[src/rtl/mux3_rr_sched_pkg.sv]
// -----------------------------------------------------------------------------
// mux3_rr_sched_pkg
// Shared definitions for the round-robin 3:1 mux scheduler:
//   WIDTH_DEFAULT  default data width of requester ports and out_data
//   SEL_IN0/1/2    mux select encodings (2'b11 is never driven)
//   state_e        scheduler FSM states {IDLE, LOCK}
//   rrPick         round-robin pick of the next requester
//   selToGrant     select code to one-hot grant vector
// -----------------------------------------------------------------------------
package mux3_rr_sched_pkg;

    localparam int WIDTH_DEFAULT = 8;

    localparam logic [1:0] SEL_IN0 = 2'b00;
    localparam logic [1:0] SEL_IN1 = 2'b01;
    localparam logic [1:0] SEL_IN2 = 2'b10;

    typedef enum logic {
        IDLE = 1'b0,
        LOCK = 1'b1
    } state_e;

    // Candidates are visited in the order ptr+1, ptr+2, ptr (mod 3).  The loop
    // runs from the lowest priority offset upward so the highest priority
    // valid candidate is the last one written and therefore wins.
    function automatic logic [1:0] rrPick(input logic [1:0] ptr,
                                          input logic [2:0] valid);
        logic [1:0] idx;
        rrPick = ptr;
        for (int k = 3; k >= 1; k--) begin
            idx = 2'((int'(ptr) + k) % 3);
            if (valid[idx]) begin
                rrPick = idx;
            end
        end
    endfunction

    function automatic logic [2:0] selToGrant(input logic [1:0] sel);
        case (sel)
            SEL_IN0: selToGrant = 3'b001;
            SEL_IN1: selToGrant = 3'b010;
            SEL_IN2: selToGrant = 3'b100;
            default: selToGrant = 3'b000;
        endcase
    endfunction

endpackage

[src/rtl/mux3_rr_sched_mux3.sv]
// -----------------------------------------------------------------------------
// mux3
// Plain combinational 3:1 multiplexer of WIDTH-bit words.
// Ports:
//   data_i  in  3*WIDTH  packed inputs {in2, in1, in0}
//   sel_i   in  2        SEL_IN0 / SEL_IN1 / SEL_IN2; 2'b11 yields zero
//   data_o  out WIDTH    selected word
// -----------------------------------------------------------------------------
module mux3
    import mux3_rr_sched_pkg::*;
#(
    parameter int WIDTH = WIDTH_DEFAULT
) (
    input  logic [3*WIDTH-1:0] data_i,
    input  logic [1:0]         sel_i,
    output logic [WIDTH-1:0]   data_o
);

    // The unused code 2'b11 returns zero so nothing stale can leak out.
    always_comb begin
        data_o = '0;
        case (sel_i)
            SEL_IN0: data_o = data_i[0*WIDTH +: WIDTH];
            SEL_IN1: data_o = data_i[1*WIDTH +: WIDTH];
            SEL_IN2: data_o = data_i[2*WIDTH +: WIDTH];
            default: data_o = '0;
        endcase
    end

endmodule

[src/rtl/mux3_rr_sched.sv]
// -----------------------------------------------------------------------------
// mux3_rr_sched
// Round-robin scheduler that shares one 3:1 mux among three burst requesters.
// A requester is granted in IDLE and keeps the grant until its last beat has
// been forwarded.  Beats land in a one-deep output register with a
// valid/ready handshake toward a single consumer.
// Ports:
//   clk        in   1      rising-edge clock
//   rst_n      in   1      asynchronous active-low reset
//   req_valid  in   3      per-requester beat valid
//   req_last   in   3      per-requester last-beat flag
//   req_data0  in   WIDTH  requester 0 data
//   req_data1  in   WIDTH  requester 1 data
//   req_data2  in   WIDTH  requester 2 data
//   req_ready  out  3      ready toward the granted requester only
//   grant      out  3      one-hot owner, 3'b000 when idle
//   sel        out  2      mux select driven to the shared mux
//   out_valid  out  1      output register holds a beat
//   out_last   out  1      last flag of the held beat
//   out_data   out  WIDTH  held beat
//   out_ready  in   1      consumer accepts the held beat
// -----------------------------------------------------------------------------
module mux3_rr_sched
    import mux3_rr_sched_pkg::*;
#(
    parameter int WIDTH = WIDTH_DEFAULT
) (
    input  logic             clk,
    input  logic             rst_n,
    input  logic [2:0]       req_valid,
    input  logic [2:0]       req_last,
    input  logic [WIDTH-1:0] req_data0,
    input  logic [WIDTH-1:0] req_data1,
    input  logic [WIDTH-1:0] req_data2,
    output logic [2:0]       req_ready,
    output logic [2:0]       grant,
    output logic [1:0]       sel,
    output logic             out_valid,
    output logic             out_last,
    output logic [WIDTH-1:0] out_data,
    input  logic             out_ready
);

    state_e           state_q,    state_d;
    logic [2:0]       grant_q,    grant_d;
    logic [1:0]       sel_q,      sel_d;
    logic [1:0]       ptr_q,      ptr_d;
    logic             outValid_q, outValid_d;
    logic             outLast_q,  outLast_d;
    logic [WIDTH-1:0] outData_q,  outData_d;

    logic             slotFree;
    logic             beatXfer;
    logic             beatLast;
    logic [WIDTH-1:0] muxData;

    mux3 #(
        .WIDTH (WIDTH)
    ) u_mux3 (
        .data_i ({req_data2, req_data1, req_data0}),
        .sel_i  (sel_q),
        .data_o (muxData)
    );

    // The output slot can take a beat when empty or when it drains this cycle.
    // Masking with grant_q keeps every non-granted ready bit at zero, and
    // grant_q is already zero in IDLE.
    always_comb begin
        slotFree  = !outValid_q || out_ready;
        req_ready = (state_q == LOCK) ? (grant_q & {3{slotFree}}) : 3'b000;
        beatXfer  = |(req_valid & req_ready);
        beatLast  = |(req_last & grant_q);
    end

    // Arbitration happens only in IDLE; in LOCK the owner is held until its
    // last beat transfers, after which the pointer remembers it so it drops to
    // lowest priority on the next round.
    always_comb begin
        state_d    = state_q;
        grant_d    = grant_q;
        sel_d      = sel_q;
        ptr_d      = ptr_q;
        outValid_d = outValid_q;
        outLast_d  = outLast_q;
        outData_d  = outData_q;

        case (state_q)
            IDLE: begin
                if (|req_valid) begin
                    sel_d   = rrPick(ptr_q, req_valid);
                    grant_d = selToGrant(sel_d);
                    state_d = LOCK;
                end
            end
            LOCK: begin
                if (beatXfer && beatLast) begin
                    ptr_d   = sel_q;
                    grant_d = 3'b000;
                    sel_d   = SEL_IN0;
                    state_d = IDLE;
                end
            end
            default: begin
                state_d = IDLE;
            end
        endcase

        // A load wins over a drain so back-to-back beats keep out_valid high.
        if (beatXfer) begin
            outValid_d = 1'b1;
            outLast_d  = beatLast;
            outData_d  = muxData;
        end else if (outValid_q && out_ready) begin
            outValid_d = 1'b0;
        end
    end

    // Pointer resets to 2 so requester 0 is first in line after reset.
    always_ff @(posedge clk or negedge rst_n) begin
        if (!rst_n) begin
            state_q    <= IDLE;
            grant_q    <= 3'b000;
            sel_q      <= SEL_IN0;
            ptr_q      <= 2'd2;
            outValid_q <= 1'b0;
            outLast_q  <= 1'b0;
            outData_q  <= '0;
        end else begin
            state_q    <= state_d;
            grant_q    <= grant_d;
            sel_q      <= sel_d;
            ptr_q      <= ptr_d;
            outValid_q <= outValid_d;
            outLast_q  <= outLast_d;
            outData_q  <= outData_d;
        end
    end

    assign grant     = grant_q;
    assign sel       = sel_q;
    assign out_valid = outValid_q;
    assign out_last  = outLast_q;
    assign out_data  = outData_q;

endmodule
[config.mk]
export PLATFORM = sky130hd
export DESIGN_NAME = mux3_rr_sched
export DESIGN_NICKNAME = d
export VERILOG_FILES = /design/src/rtl/mux3_rr_sched_pkg.sv /design/src/rtl/mux3_rr_sched_mux3.sv /design/src/rtl/mux3_rr_sched.sv
export SDC_FILE = /design/constraint.sdc
export NUM_CORES = 1
export LEC_CHECK = 0
export CAP_MARGIN = 40
export CORE_ASPECT_RATIO = 1.1
export CORE_MARGIN = 4
export CORE_UTILIZATION = 45
export DETAILED_ROUTE_END_ITERATION = 10
export GPL_TIMING_DRIVEN = 0
export PLACE_DENSITY_LB_ADDON = 0.1
export SYNTH_ARGS = -nofsm -noshare
export SYNTH_HDL_FRONTEND = slang
export SYNTH_SLANG_ARGS = --single-unit
[constraint.sdc]
create_clock -name clk -period 4.4 [get_ports clk]
set_clock_uncertainty 0.1 [all_clocks]
set_input_delay 0.88 -clock clk [delete_from_list [all_inputs] [get_ports clk]]
set_output_delay 0.88 -clock clk [all_outputs]
set_load 0.1 [all_outputs]
==> flow_summary.ini <==
[run_status]
outcome = complete, no violations

[die]
die_h_um = 61.2
start_util = 0.468
core-area_sq_um = 2470
row_count = 19
io_pins = 51
die_w_um = 56.3
die-area_sq_um = 3440

[layout]
nets = 235
final_common_cell = clkdlybuf4s50_1
fillers = 169
layout-drive-gt1-share = 0.162
layout_common_cells = clkdlybuf4s50_1, a21oi_1, nor2_1, buf_8, dfrtp_1
ff_latch_area_sq_um = 452
synthToLayoutAreaGrowth_pct = 73.2
multi_input_area_sq_um = 666
antenna_cells = 0

[synth]
synth.avg_cell_area_sq_um = 9.25
ys_seq_area_frac = 0.391
syn_inst = 125
synth_edf_count = 0
ys_seq_elements = 18
async_flop_share = 1.00
syn_area_sq_um = 1160
yosys_warnings = 0
synth_nets = 162
synth_cell_types = 36
synthFlopType = dfrtp_1

[placement]
pre_cts_ws_ns = 0.989
port_buffers = 50
dp_hpwl_mm = 2.69
gp_congestion = 0.822

[cts]
cts_setup_buffers = 0
h-tree-depth = 1
cts_made_buffers = 3
clk_pin_slew_ns = 0.11
cts.path.max_buffers = 2
root_buffer = clkbuf_4
clk_latency_ns = 0.28
ctsResizeCount = 0
cts_sinks = 18
postCtsHoldBufs = 0
cts_tree = done

[flow_run]
cap_violations = 0

[setup_path]
reg2regPathDepth = 6
worst_r2r_endpoint = grant[1]$_DFFE_PN0P_
cp.required_ns = 3.42
cp.arrival_ns = 2.42
end_kind = output pin
r2r-start = ptr_q[1]$_DFFE_PN1P_
cp-start-kind = input port
criticalPathCategory = input port to output pin
r2r_slack_ns = 2.10
crit_fanout = 4

[sta]
hold_viol_final = 0
relSlewSlack = 0.459
setup_viol = 0
finalCritPeriodShare = 0.772
worst_slack_ns = 1.00
fin_crit_ns = 3.40
slew_viol_final = 0
tightest_slew_ns = 0.809
tns_ns = 0
rsz0062_at_grt = false
fmax_ghz = 0.294

[hold_path]
hold_path.class = flip-flop to flip-flop
whs_path_depth = 1
hp-start = out_last$_DFFE_PN0P_
hold-path-endpoint = out_last$_DFFE_PN0P_

[grt]
grt_pass1_wl_mm = 5.23
antenna_found_initial = 0
grt_overflow = 0
track_usage = 0.192
grt_pass1_vias = 1233
grt_max_degree = 19

[route]
routedWlPerCell_um = 14.5
via_per_inst = 5.41
drt_wl_total_mm = 3.32
vias = 1234
drcViolationCount = 0
ant_nets = 0
drtPass1Iterations = 4
drt_iter0_markers = 49

[power]
vdd_ir_drop_max_mv = 0.749
p_leak_nw = 0.846
p_per_area_nw_per_um2 = 888
## cells by family (layout without fill, tap and decap cells)
| family | after synthesis | in the layout | share of synthesized area |
|---|---|---|---|
| AO/OA/AOI/OAI | 37 | 37 | 0.214 |
| adder cells (fa/ha/maj) | 4 | 4 | 0.0433 |
| buffers and inverters | 8 | 80 | 0.0335 |
| flip-flops | 18 | 18 | 0.391 |
| multiplexers | 12 | 12 | 0.104 |
| AND/OR/NAND/NOR | 46 | 46 | 0.214 |
## per-layer routing
metal  global-route usage  wire length [um]  vias to the layer above
met5                    0                 0                        -
li1                     -                 -                      600
met3               0.0461               165                        2
met2                0.374              1780                       37
met1                0.213              1350                      595
met4               0.0475                16                        0
## cells in the mapped netlist (2+ instances only)
cell type,count,area share
nor2b_1,3,0.016
nor2_1,18,0.058
o22ai_1,2,0.011
a21oi_1,18,0.078
or2_2,2,0.011
nand2b_1,2,0.011
ha_1,4,0.043
a32o_1,2,0.017
dfrtp_1,17,0.37
a222oi_1,2,0.017
and3_1,3,0.016
o21ai_0,4,0.017
nand3b_1,3,0.019
buf_1,2,0.0065
inv_1,3,0.0097
nand2_1,9,0.029
mux2i_1,12,0.10
## per-stage QoR
step	total power, mW	instance area, sq um	utilization	instances	hold slack, ns
detailed placement	1.68	1970	0.795	224	0.374
global route	1.86	2000	0.810	228	0.434
global placement	1.42	1700	0.686	206	0.367
CTS	1.78	2000	0.810	228	0.399
floorplan	1.18	1160	-	125	0.434
finish	1.78	2000	0.810	228	0.397
## how the worst max path moves through the flow
stage                                     from            to  slack (ns)  cells past startpoint
after floorplan           grant[1]$_DFFE_PN0P_  req_ready[1]        1.56                      1
after global placement               out_ready  req_ready[2]        0.63                      4
after detailed placement             out_ready  req_ready[1]        0.99                      5
after CTS                            out_ready  req_ready[1]        0.99                      5
after global routing                 out_ready  req_ready[0]        0.92                      5
final                                out_ready  req_ready[1]        1.00                      5
## flip-flops by register name, indices dropped and copies added (netlist names)
register	flops
out_data	8
grant	3
ptr_q	2
sel	2
out_last	1
out_valid	1
state_q	1
## critical path: stages
cell,delay [ns]
clkdlybuf4s50_1,0.47
nand2b_1,0.18
and3_1,0.17
clkdlybuf4s50_1,0.51
buf_8,0.20
## area by class of cell
| class | instances | share of cell area |
|---|---|---|
| inverters | 3 | 0.00563 |
| multi-input cells | 99 | 0.332 |
| well taps | 31 | 0.0194 |
| plain buffers | 5 | 0.0137 |
| clock buffers | 4 | 0.0181 |
| repair buffers | 68 | 0.385 |
| flip-flops and latches | 18 | 0.226 |
## where the power goes
group | switching, mW | internal [mW]
sequential | 0.0543 | 0.239
clock | 0.0531 | 0.0503
combinational | 0.859 | 0.522
(Power assumes the default switching activity.)
